`src/rtl/shifter_seq_if.sv`:
```
// Request/result bundle for the sequential shifter.
// The master drives the request fields; the slave returns the result and status.
interface shifter_seq_if #(
   parameter int WIDTH = 32
);
   localparam int SHW = $clog2(WIDTH);

   logic             start;
   logic [2:0]       mode;
   logic [SHW-1:0]   amount;
   logic [WIDTH-1:0] B;
   logic [WIDTH-1:0] H;
   logic             C;
   logic             Z;
   logic             busy;
   logic             done;

   modport master (
      output start, mode, amount, B,
      input  H, C, Z, busy, done
   );

   modport slave (
      input  start, mode, amount, B,
      output H, C, Z, busy, done
   );
endinterface

```
`src/rtl/shifter_seq.sv`:
```
// Iterative shift unit: captures an operand on start, then shifts up to STEP
// positions per clock, pulsing done when the registered H/C/Z are updated.
module shifter_seq #(
   parameter int WIDTH = 32,
   parameter int STEP  = 1
) (
   input logic         clk,
   input logic         rst,
   shifter_seq_if.slave bus
);
   localparam int          SHW    = $clog2(WIDTH);
   localparam int unsigned STEP_U = STEP;

   typedef enum logic [1:0] {
      IDLE,
      SHIFT,
      DONE
   } state_t;

   state_t           state;
   logic [WIDTH-1:0] work;
   logic [2:0]       mode_r;
   logic [SHW-1:0]   rem;
   logic             carry;

   logic [WIDTH-1:0] work_nxt;
   logic             carry_nxt;
   logic [SHW-1:0]   rem_nxt;
   logic             pass_op;
   logic             accept;

   // Modes 000, 110 and 111 all pass the operand through untouched.
   assign pass_op = (bus.mode == 3'b000) || (bus.mode[2:1] == 2'b11);
   assign accept  = bus.start && (state != SHIFT);

   // One clock's worth of shifting, unrolled as single-bit steps gated by rem.
   always_comb begin
      work_nxt  = work;
      carry_nxt = carry;
      for (int unsigned i = 0; i < STEP_U; i++) begin
         if (i < 32'(rem)) begin
            unique case (mode_r)
               3'b001: begin
                  carry_nxt = work_nxt[0];
                  work_nxt  = {1'b0, work_nxt[WIDTH-1:1]};
               end
               3'b010: begin
                  carry_nxt = work_nxt[WIDTH-1];
                  work_nxt  = {work_nxt[WIDTH-2:0], 1'b0};
               end
               3'b011: begin
                  carry_nxt = work_nxt[0];
                  work_nxt  = {work_nxt[WIDTH-1], work_nxt[WIDTH-1:1]};
               end
               3'b100: begin
                  carry_nxt = work_nxt[0];
                  work_nxt  = {work_nxt[0], work_nxt[WIDTH-1:1]};
               end
               3'b101: begin
                  carry_nxt = work_nxt[WIDTH-1];
                  work_nxt  = {work_nxt[WIDTH-2:0], work_nxt[WIDTH-1]};
               end
               default: ;
            endcase
         end
      end
      rem_nxt = (rem < SHW'(STEP)) ? '0 : rem - SHW'(STEP);
   end

   always_ff @(posedge clk or posedge rst) begin
      if (rst) begin
         state    <= IDLE;
         work     <= '0;
         mode_r   <= '0;
         rem      <= '0;
         carry    <= 1'b0;
         bus.H    <= '0;
         bus.C    <= 1'b0;
         bus.Z    <= 1'b1;
         bus.busy <= 1'b0;
         bus.done <= 1'b0;
      end else if (accept) begin
         work   <= bus.B;
         mode_r <= bus.mode;
         rem    <= bus.amount;
         carry  <= 1'b0;
         if (pass_op || (bus.amount == '0)) begin
            state    <= DONE;
            bus.H    <= bus.B;
            bus.C    <= 1'b0;
            bus.Z    <= (bus.B == '0);
            bus.busy <= 1'b0;
            bus.done <= 1'b1;
         end else begin
            state    <= SHIFT;
            bus.busy <= 1'b1;
            bus.done <= 1'b0;
         end
      end else begin
         unique case (state)
            SHIFT: begin
               work  <= work_nxt;
               carry <= carry_nxt;
               rem   <= rem_nxt;
               if (rem_nxt == '0) begin
                  state    <= DONE;
                  bus.H    <= work_nxt;
                  bus.C    <= carry_nxt;
                  bus.Z    <= (work_nxt == '0);
                  bus.busy <= 1'b0;
                  bus.done <= 1'b1;
               end
            end
            DONE: begin
               state    <= IDLE;
               bus.done <= 1'b0;
            end
            default: begin
               state    <= IDLE;
               bus.done <= 1'b0;
               bus.busy <= 1'b0;
            end
         endcase
      end
   end
endmodule

```
`src/flat_wrapper.sv`:
```
// flat-port wrapper written by rule: the top's interface ports become plain ports
module shifter_seq_flat 
#(
   parameter int WIDTH = 32,
   parameter int STEP  = 1
)
  (clk, rst, bus_start, bus_mode, bus_amount, bus_B, bus_H, bus_C, bus_Z, bus_busy, bus_done);
  shifter_seq_if #(.WIDTH(WIDTH)) bus_i ();
  input logic clk;
  input logic rst;
  input wire logic [$bits(bus_i.start)-1:0] bus_start;
  input wire logic [$bits(bus_i.mode)-1:0] bus_mode;
  input wire logic [$bits(bus_i.amount)-1:0] bus_amount;
  input wire logic [$bits(bus_i.B)-1:0] bus_B;
  output wire logic [$bits(bus_i.H)-1:0] bus_H;
  output wire logic [$bits(bus_i.C)-1:0] bus_C;
  output wire logic [$bits(bus_i.Z)-1:0] bus_Z;
  output wire logic [$bits(bus_i.busy)-1:0] bus_busy;
  output wire logic [$bits(bus_i.done)-1:0] bus_done;
  assign bus_i.start = bus_start;
  assign bus_i.mode = bus_mode;
  assign bus_i.amount = bus_amount;
  assign bus_i.B = bus_B;
  assign bus_H = bus_i.H;
  assign bus_C = bus_i.C;
  assign bus_Z = bus_i.Z;
  assign bus_busy = bus_i.busy;
  assign bus_done = bus_i.done;
  shifter_seq #(.WIDTH(WIDTH), .STEP(STEP)) u_core (.clk(clk), .rst(rst), .bus(bus_i));
endmodule
```
`config.mk`:
```
export PLATFORM = sky130hd
export DESIGN_NAME = shifter_seq_flat
export DESIGN_NICKNAME = d
export VERILOG_FILES = /design/src/rtl/shifter_seq_if.sv /design/src/rtl/shifter_seq.sv /design/src/flat_wrapper.sv
export SDC_FILE = /design/constraint.sdc
export NUM_CORES = 1
export LEC_CHECK = 0
export CAP_MARGIN = 20
export CELL_PAD_IN_SITES_DETAIL_PLACEMENT = 1
export CELL_PAD_IN_SITES_GLOBAL_PLACEMENT = 1
export CORE_MARGIN = 4
export CORE_UTILIZATION = 41
export CTS_CLUSTER_SIZE = 40
export DETAILED_ROUTE_END_ITERATION = 8
export HOLD_SLACK_MARGIN = 0.06
export PLACE_DENSITY_LB_ADDON = 0.1
export RECOVER_POWER = 50
export SYNTH_ARGS = -nofsm -noshare
export SYNTH_HDL_FRONTEND = slang
export SYNTH_SLANG_ARGS = --single-unit
```
`constraint.sdc`:
```
create_clock -name clk -period 3.4 [get_ports clk]
set_input_delay 0.68 -clock clk [delete_from_list [all_inputs] [get_ports clk]]
set_output_delay 0.68 -clock clk [all_outputs]
set_load 0.05 [all_outputs]
```
Word level (Yosys, flattened, before mapping)
Index checks and enable logic that the tools add are counted.
- add/sub/neg operators: 1
- order comparisons: 2
- equal/unequal tests: 12
- muxes and demuxes: 35
- reductions and logical operators: 14
- operators with widths (cell ; number):
    2-to-1 mux 32 bit ; 7
    case mux 32 bit (5 select lines) ; 1
    zero test 32 bit ; 2
    2-to-1 mux 1 bit ; 18
    2-to-1 mux 5 bit ; 3
    zero test 5 bit ; 2
    2-to-1 mux 2 bit ; 4
    == test 3 x 2 -> 1 bit (second input constant) ; 2
    == test 3 bit (second input constant) ; 2
    less-than comparator 1 x 5 -> 1 bit (first input constant) ; 1
    less-than comparator 5 x 1 -> 1 bit (second input constant) ; 1
    subtractor 5 x 1 -> 5 bit (second input constant) ; 1
    == test 2 bit (second input constant) ; 2
    != test 2 x 1 -> 1 bit (second input constant) ; 2
    case mux 1 bit (2 select lines) ; 2
    nonzero test 2 bit ; 2
    == test 3 x 1 -> 1 bit (second input constant) ; 1
    zero test 3 bit ; 1
    != test 3 x 1 -> 1 bit (second input constant) ; 1
    AND reduction 3 bit ; 1
    OR reduction 3 bit ; 1
    == test 2 x 1 -> 1 bit (second input constant) ; 1
    logical OR 1 bit ; 2
    != test 2 bit (second input constant) ; 1
    other kinds (3) ; 3
- bits in registers: 79
- word-level logic and storage cells: 74

Logic depth before layout (Yosys ltp)
Gate-level depths: netlist of the first run.
- depth after elaboration: 7
- mapped depth: 9
- mapped depth without buffers: 8

Least setup slack after synthesis of the first run
No wires, ideal clock.
- path type: input-to-reg
- start: input bus_amount[2]
- end: register u_core.bus.H[16]
- arrival: 2.174 ns
- slack: 1.102 ns
- stages: 6
- path buffers: 1
- path through: or4_1 -> nor2_1 -> a211oi_1 -> o2bb2ai_1 -> buf_2 -> mux2_2
- word-level cells in the longest chain between the ends: 4
- RTL lines (what ; RTL line ; text):
    start: declaration ; flat_wrapper.sv:13 ; input wire logic [$bits(bus_i.amount)-1:0] bus_amount;
    zero test 5 bit ; shifter_seq.sv:87 ; if (pass_op || (bus.amount == '0)) begin
    logical OR 1 bit ; shifter_seq.sv:87 ;
    != test 2 bit (no line) ; -- ;
    AND reduction 3 bit (no line) ; -- ;
    end signal: assignment ; shifter_seq.sv:89 ; bus.H <= bus.B;
    end signal: assignment ; shifter_seq.sv:107 ; bus.H <= work_nxt;
    end: declaration ; shifter_seq_if.sv:25 ; output H, C, Z, busy, done
Every way passes these cells.
A chain may end at the register's enable or synchronous reset.

Final worst setup path of the first run
- start: input bus_start
- end: register u_core.bus.H[16]
- word-level cells in the longest chain between the ends: 3
- RTL lines (what ; RTL line ; text):
    start: declaration ; flat_wrapper.sv:11 ; input wire logic [$bits(bus_i.start)-1:0] bus_start;
    logical AND 1 bit * ; shifter_seq.sv:34 ; assign accept = bus.start && (state != SHIFT);
    != test 2 bit (no line) / nonzero test 2 bit (equally long branches) ; -- ;
    AND reduction 3 bit (no line) ; -- ;
Mark *: on every way between the ends. The rest lies on a longest branch, timed or not.

==> results.yml, run 1 <==
placement:
  gp_congestion: 0.881
  dp_cells: 746
  hpwlAfterDp_microns: 11300
  port_buffers: 78
setup_path:
  critPathMaxStageDelay_ps: 800
  cpMaxStageDelayCell: "and2_0"
  required_ps: 3680
  crit_chain: "dlygate4sd3_1, and2_0, buf_4, nand2_1, o21ai_0, mux2_2"
  crit_arrival_ps: 3140
  end_kind: "flip-flop"
  startpoint_type: "primary input"
  critPathTopFamily: "buffers and inverters"
  crit_buf_inv: 2
  crit_type: "primary input to flip-flop"
  critPathMaxFanout: 21
global_routing:
  grt_max_degree: 60
  gr-total-overflow: 0
  antenna_found_initial: 0
  grt_pass1_vias: 4758
  grt_use_total_pct: 23.9
  grt_pass1_wl_microns: 25300
min_path:
  hp-class: "flip-flop to flip-flop"
clocking:
  clock_sinks: 78
  clk_pin_slew_ps: 60
  insertion_delay_ps: 340
  cts_buffers: 9
  h-tree-depth: 3
  cts_tree: "yes"
  cts_resized: 0
  postCtsHoldBufs: 0
  clockBufferDepth: 2
  clock-root-buffer: "clkbuf_16"
  postCtsSetupBuffers: 0
timing:
  timing.fmax_ghz: 0.349
  drv_slew: 0
  fin_crit_ps: 2860
  hold_viol_final: 0
  worst_slew_pin_slew_ps: 1140
  tns_ps: 0
  rsz0062_at_grt: "no"
  finalSetupViolCount: 0
  fin_skew_ps: 5.29
  period_share_pct: 84.2
  max_slew_margin_pct: 23.8
  hold_ws_ps: 482
logic_synthesis:
  synth.yosys.warnings: 0
  synth.avg_cell_area_sq_um: 8.69
  synthXorXnorAreaFrac_pct: 0.182
  ys_types: 60
  synth-edff-count: 0
  netlist_area_sq_um: 4810
  async_flop_share_pct: 100
  ys_seq_elements: 78
  synthMuxAreaShare_pct: 8.96
  synth_top_area_share_pct: 40.1
  synth_compound_area_share_pct: 24.4
  yosys.area_share.simple_pct: 20.6
  synth_top_family_by_area: "compound AO/OA/AOI/OAI gates"
  ys_seq_area_share_pct: 40.6
  yosysMostFrequentCell: "nor2_1"
  synth_ff_type: "dfrtp_1"
  synth_top_cells_by_area: "dfrtp_1 (40%), a21oi_1 (7.5%), nor2_1 (7.0%)"
  synthTopCellsByCount: "nor2_1 (89), dfrtp_1 (77), a21oi_1 (72)"
  syn_nets: 597
  netlist_instances: 553
  synth_largest_area_cell: "dfrtp_1"
  synth_fa_ha_area_share_pct: 0.260
finish:
  syn_to_final_growth_pct: 25.9
  nFillCells: 1348
  n_antenna_cell: 0
  final_cells: 762
  drive_gt1_share_pct: 10.8
  nets: 658
die:
  die_x_microns: 116
  core_area_sq_um: 11500
  start_util_pct: 41.9
  dieArea_sq_um: 13500
  row_count: 39
  die_y_microns: 116
  io-pin-count: 79
run:
  cap_violations: 0
status:
  status: "complete, no violations"
route:
  drt_iter0_drc: 252
  wl_per_cell_microns: 20.5
  vias_per_cell: 6.07
  drc: 0
  firstDrtPassIters: 5
  ant_nets: 0
  wl_microns: 15600
  num_vias: 4629
==> path summary, 6_finish.rpt <==
path	from	endpoint	slack, ps	cells after the start
min in group asynchronous	rst	u_core.work[5]	1070	2
min reg2reg	u_core.carry	u_core.carry	480	1
max reg2reg	u_core.mode_r[0]	u_core.bus.Z	610	6
max	bus_start	u_core.bus.H[16]	540	6
max in group asynchronous	rst	u_core.bus.H[21]	1050	3
min	u_core.carry	u_core.carry	480	1
==> layer usage <==
| layer | GRT usage [%] | wire length [microns] | vias to the layer above |
|---|---|---|---|
| met5 | 0 | 0 | - |
| li1 | - | - | 2176 |
| met4 | 9.20 | 416 | 0 |
| met1 | 32.6 | 7050 | 2326 |
| met3 | 3.42 | 605 | 26 |
| met2 | 38.5 | 7520 | 101 |
==> worst register-to-register path: stages (launching register included) <==
cell	delay, ps
dfrtp_1	630
nor2b_1	310
or2_1	430
a221o_1	440
nor4b_2	450
a22oi_1	180
o31ai_2	270
==> cells in the final DEF (no fill, tap or decap), types with 11 or more instances in the layout <==
| cell | n |
|---|---|
| nor3_1 | 14 |
| nor2_1 | 89 |
| a22oi_1 | 11 |
| buf_4 | 16 |
| mux2i_1 | 16 |
| nor4_1 | 16 |
| o21ai_0 | 21 |
| a211oi_1 | 12 |
| nand2_1 | 33 |
| mux2_2 | 23 |
| dfrtp_1 | 77 |
| a21oi_1 | 72 |
| clkdlybuf4s50_1 | 68 |
==> flip-flops by register name, indices dropped and copies added, names as in the netlist <==
| name | count |
|---|---|
| u_core.rem | 5 |
| u_core.bus.Z | 1 |
| u_core.bus.done | 1 |
| u_core.bus.C | 1 |
| u_core.bus.H | 32 |
| u_core.bus.busy | 1 |
| u_core.mode_r | 3 |
| u_core.carry | 1 |
| u_core.work | 32 |
| u_core.state | 1 |
==> area by class of cell <==
cell class	count	area [sq um]	share of cell area, %
sequential	78	1950	32.3
timing repair buffer	98	951	15.7
clock inverter	4	45.0	0.744
inverter	5	18.8	0.310
multi-input combinational	422	2650	43.8
clock buffer	12	256	4.24
tap	143	179	2.96
==> logic make-up after synthesis <==
logic type               count (synthesis)
AND/OR/NAND/NOR                        201
buffers and inverters                   53
adder cells (fa/ha/maj)                  1
flip-flops                              78
multiplexers                            40
AO/OA/AOI/OAI                          179
XOR/XNOR                                 1
==> per-stage QoR <==
stage                     setup WS (ps)  utilization, %  instance area (sq um)
after detailed placement            572            50.2                   5760
after global routing                450            52.8                   6050
after floorplan                     727               -                   4810
after global placement              651            50.2                   5760
after CTS                           641            52.9                   6060
final                               538            52.8                   6050
Power of run 1 is not shown: default switching activity piles up to over one toggle a cycle in this logic, so the estimate is an artifact.
==> run 2: changes to the inputs <==
- CORE_UTILIZATION: 41 -> 37
- clock period: 3.4 -> 2.33 ns (I/O delays scaled with it)
==> run 2 against run 1 <==
Against the previous run: sequential cell count unchanged; non-clock buffer count increased by 56; cell area increased by 9.7%; sequential share of layout area is 2.8 points lower; utilization down 0.38 points; cell count increased by 11%; routed wire length grew 9.3%; highest routed layer unchanged.
==> results.yml, run 2 (synthesis gave the netlist of run 1 again) <==
clocking:
  h-tree-depth: 3
  insertion_delay_ps: 350
  clock-root-buffer: "clkbuf_16"
  clk_pin_slew_ps: 60
  clockBufferDepth: 2
  cts_tree: "yes"
  cts_buffers: 9
  clock_sinks: 78
finish:
  syn_to_final_growth_pct: 38.1
  drive_gt1_share_pct: 19.9
  nets: 714
  layout_common_cells: "nor2_1 (89), dfrtp_1 (76), clkdlybuf4s50_1 (72)"
  register_area_sq_um: 1950
  largest_registers: "u_core.bus.H: 32 flops, u_core.work: 32 flops, u_core.rem: 5 flops"
  layout_commonest_cell: "nor2_1"
  nFillCells: 1492
  multiInputGateArea_sq_um: 2710
  n_antenna_cell: 0
die:
  core_area_sq_um: 12700
  row_count: 41
  io-pin-count: 79
  start_util_pct: 37.9
  die_x_microns: 122
  die_y_microns: 122
  dieArea_sq_um: 14900
timing:
  hold_viol_final: 0
  hold_ws_ps: 512
  fin_crit_ps: 2320
  setup_ws_ps: 8.54
  worst_slew_pin_slew_ps: 1120
  period_share_pct: 99.6
  tns_ps: 0
  max_slew_margin_pct: 25.0
  rsz0062_at_grt: "yes"
  timing.fmax_ghz: 0.431
  finalSetupViolCount: 0
  fin_skew_ps: 8.10
  drv_slew: 0
placement:
  gp_congestion: 0.909
  place_ws_ps: -103
  port_buffers: 78
  hpwlAfterDp_microns: 12500
setup_path:
  required_ps: 2600
  crit_path_end: "u_core.bus.Z"
  startpoint_type: "flip-flop"
  startpoint: "u_core.mode_r[0]"
  timing.rr.end: "u_core.bus.Z"
  reg2reg_depth: 7
  r2r_slack_ps: 9
  timing.rr.start: "u_core.mode_r[0]"
  end_kind: "flip-flop"
  crit_arrival_ps: 2590
  crit_type: "flip-flop to flip-flop"
  critPathMaxFanout: 19
global_routing:
  gr-total-overflow: 0
  grt_max_degree: 79
  grt_pass1_wl_microns: 27600
  grt_pass1_vias: 5077
  grt_use_total_pct: 23.7
  antenna_found_initial: 0
route:
  ant_nets: 0
  wl_met3_microns: 640
  drc: 0
  num_vias: 4845
  drt_iter0_drc: 330
  firstDrtPassIters: 4
  met2_length_microns: 8630
  routed.top_layer: "met4"
  wl_microns: 17000
  vias_per_cell: 5.73
  wl_per_cell_microns: 20.1
  wl_met1_microns: 7640
power_and_ir_drop:
  power_density_nw_per_um2: 1920
  pwr-share-seq_pct: 22.1
  ir_drop_mv: 0.825
  switching_power_mw: 6.18
  comb_power_share_pct: 66.0
  swShare_pct: 48.4
  clockPowerShare_pct: 11.9
  power.internal_mw: 6.59
  p_leak_nw: 2.72
run:
  cap_violations: 0
min_path:
  hp-class: "flip-flop to flip-flop"
status:
  status: "complete, no violations"
-- run 2: cell types whose count changed in the layout (fill, tap and decap cells not counted), sizes merged --
cell	delta
buf	+55
clkdlybuf4s50	+4
dlygate4sd3	-4
clkbuf	-2
bufinv	+1
clkinv	+1
clkinvlp	+1
inv	-1
-- run 2: repair_timing --
action / CTS / global route
setup endpoints to repair: 2 / 11
cloned: 0 / 0
pin swaps: 0 / 2
resized for setup: 4 / 10
setup buffers: 0 / 2
hold buffers: 0 / 0
-- run 2: power groups by stage --
stage | sequential, mW | clock (mW) | combinational [mW]
after global routing | 2.93 | 1.61 | 9.13
after CTS | 2.82 | 1.55 | 8.30
after detailed placement | 2.83 | 0 | 8.18
final | 2.82 | 1.52 | 8.43
after floorplan | 3.57 | 0 | 4.21
after global placement | 2.80 | 0 | 7.99
-- run 2: final cells by class --
class / count / area share, %
clock buffers: 9 / 3.39
well taps: 172 / 3.24
clock inverters: 6 / 1.32
flip-flops and latches: 78 / 29.4
inverters: 5 / 0.339
repair buffers: 154 / 21.4
multi-input cells: 422 / 40.8
-- run 2: stage by stage --
stage | area [sq um] | std cells | total power [mW] | utilization [%]
3_3_place_gp | 6270 | 829 | 10.8 | 49.5
4_1_cts | 6600 | 844 | 12.7 | 52.1
3_5_place_dp | 6270 | 829 | 11.0 | 49.5
2_1_floorplan | 4810 | 553 | 7.78 | -
6_report | 6640 | 846 | 12.8 | 52.4
5_1_grt | 6640 | 846 | 13.7 | 52.4
-- run 2: worst max-delay path: stages (launching register included) --
cell and delay [ps]:
dfrtp_1 370, buf_12 160, mux2_2 370, a221oi_2 350, nand4_1 250, o41ai_2 350, o221ai_1 180, o31ai_2 200
-- run 2: metal layers --
layer	GRT usage (%)	vias up
met5	0	-
met4	4.20	0
met3	5.20	10
met2	41.1	102
met1	30.9	2446
li1	-	2287
-- run 2: worst min path at each step --
stage / from / end / slack (ps) / cells past startpoint
2_1_floorplan: u_core.carry / u_core.carry / 450 / 1
5_1_grt: u_core.bus.H[25] / u_core.bus.H[25] / 530 / 1
3_3_place_gp: u_core.carry / u_core.carry / 470 / 1
4_1_cts: u_core.bus.C / u_core.bus.C / 520 / 1
3_5_place_dp: u_core.carry / u_core.carry / 490 / 1
6_report: u_core.bus.H[3] / u_core.bus.H[3] / 510 / 1
(Power assumes the default switching activity.)
==> run 3: changes to the inputs <==
- CORE_ASPECT_RATIO: not set -> 1.4
- RECOVER_POWER: 50 -> not set
==> run 3 against run 2 <==
Against the previous run: combinational power up 9.5%; utilization is 1.7 points higher; sequential power is 2% higher; sequential share of layout area down 1.2 points; sequential cell count did not move; register-to-register slack barely moved; non-clock buffer count rose by 25; cell count is 0.83% higher; cell area rose by 4.3%; clock power down 13%; routed wire length rose by 6.9%; power up 5.3%; critical endpoint unchanged; largest cell class unchanged; largest power group unchanged.
==> results.yml, run 3 (synthesis gave the netlist of run 1 again) <==
route:
  vias_per_cell: 5.84
  wl_per_cell_microns: 21.3
  drt_iter0_drc: 216
  firstDrtPassIters: 4
  ant_nets: 0
  wl_microns: 18200
  drc: 0
  num_vias: 4985
clocking:
  postCtsHoldBufs: 0
  clockBufferDepth: 2
  insertion_delay_ps: 350
  clock-root-buffer: "clkbuf_16"
  h-tree-depth: 3
  cts_tree: "yes"
  clk_pin_slew_ps: 70
  cts_buffers: 9
  clock_sinks: 78
timing:
  drv_slew: 0
  finalSetupViolCount: 0
  worst_slew_pin_slew_ps: 722
  period_share_pct: 99.8
  fin_skew_ps: 10.1
  timing.fmax_ghz: 0.430
  max_slew_margin_pct: 51.6
  rsz0062_at_grt: "yes"
  setup_ws_ps: 4.37
  hold_viol_final: 0
  fin_crit_ps: 2330
setup_path:
  cpMaxStageDelayCell: "dfrtp_2"
  crit_buf_inv: 2
  timing.rr.end: "u_core.bus.Z"
  reg2reg_depth: 8
  critPathMaxStageDelay_ps: 450
  critPathTopFamily: "compound AO/OA/AOI/OAI gates"
  timing.rr.start: "u_core.mode_r[2]"
  end_kind: "flip-flop"
  startpoint: "u_core.mode_r[2]"
  startpoint_type: "flip-flop"
  r2r_slack_ps: 4
  critPathMaxFanout: 6
  crit_arrival_ps: 2590
  required_ps: 2600
  crit_chain: "buf_12, nor3b_4, or2_4, buf_6, a221o_1, o41ai_2, o221ai_2, o31ai_2"
  crit_type: "flip-flop to flip-flop"
global_routing:
  antenna_found_initial: 0
  grt_pass1_vias: 5295
  gr-total-overflow: 0
  grt_max_degree: 79
  grt_pass1_wl_microns: 28600
  grt_use_total_pct: 24.4
finish:
  largest_registers: "u_core.bus.H: 32 flops, u_core.work: 32 flops, u_core.rem: 5 flops"
  drive_gt1_share_pct: 24.9
  n_antenna_cell: 0
  nets: 739
  layout_commonest_cell: "nor2_1"
  nFillCells: 1463
  stdcell_area_sq_um: 6930
  syn_to_final_growth_pct: 44.1
  layout_common_cells: "nor2_1 (89), buf_4 (85), clkdlybuf4s50_1 (78)"
min_path:
  min_delay_path_depth: 1
  holdPathEnd: "u_core.bus.H[25]"
  hp-start: "u_core.bus.H[25]"
  hp-class: "flip-flop to flip-flop"
status:
  status: "complete, no violations"
power_and_ir_drop:
  p_leak_nw: 2.86
  finalPower_mw: 13.4
  ir_drop_mv: 0.794
  power_density_nw_per_um2: 1940
placement:
  port_buffers: 78
  hpwlAfterDp_microns: 13100
  gp_congestion: 0.896
  place_ws_ps: -276
  dpl_cell_area_sq_um: 6320
die:
  start_util_pct: 37.5
  dieArea_sq_um: 14900
  core_area_sq_um: 12800
  io-pin-count: 79
  die_x_microns: 104
  row_count: 49
  die_y_microns: 143
run:
  cap_violations: 0
## run 3: cell types whose count changed in the layout (fill, tap and decap cells not counted), sizes merged
| cell | previous run | this run |
|---|---|---|
| clkinvlp | 1 | 3 |
| inv | 4 | 5 |
| clkdlybuf4s50 | 72 | 78 |
| dlygate4sd3 | 6 | 0 |
| bufinv | 2 | 0 |
| clkinv | 4 | 1 |
| buf | 73 | 101 |
## run 3: how the worst max path moves through the flow
stage | end | depth (start not counted)
6_report | u_core.bus.Z | 8
5_1_grt | u_core.bus.Z | 8
4_1_cts | u_core.bus.Z | 8
3_5_place_dp | u_core.bus.H[21] | 9
3_3_place_gp | u_core.bus.H[15] | 9
2_1_floorplan | u_core.bus.H[16] | 8
## run 3: layout make-up
type                            count  area (sq um)  area share [%]
Clock buffer                       12           236            3.41
Clock inverter                      4          32.5           0.470
Inverter                            5          22.5           0.325
Multi-Input combinational cell    422          2800            40.4
Sequential cell                    78          1960            28.3
Tap cell                          153           191            2.76
Timing Repair Buffer              179          1690            24.3
## run 3: routing by layer
| metal | up-vias | track usage, % | share of wire (%) |
|---|---|---|---|
| li1 | 2339 | - | - |
| met1 | 2511 | 28.2 | 40 |
| met2 | 105 | 44.8 | 54 |
| met3 | 30 | 4.70 | 3.2 |
| met4 | 0 | 8.68 | 3.2 |
| met5 | - | 0 | 0 |
## run 3: metrics by stage
| step | util, % | TNS (ps) | cells | hold WS, ps |
|---|---|---|---|---|
| after floorplan | - | 0 | 553 | 450 |
| after global placement | 49.3 | -5940 | 818 | 465 |
| after detailed placement | 49.3 | -7860 | 818 | 481 |
| after CTS | 52.1 | 0 | 837 | 502 |
| after global routing | 54.0 | -64.0 | 853 | 522 |
| final | 54.0 | 0 | 853 | 510 |
## run 3: what timing repair did
item                                    4_1_cts  5_1_grt
resized for setup                            14       34
pin swaps                                     8       11
endpoints found under the setup margin        3       37
buffers inserted                              3       16
## run 3: report_power, final
part	internal, mW	switching, mW
clock	0.729	0.600
sequential	2.05	0.827
combinational	4.16	5.07
total	6.94	6.50
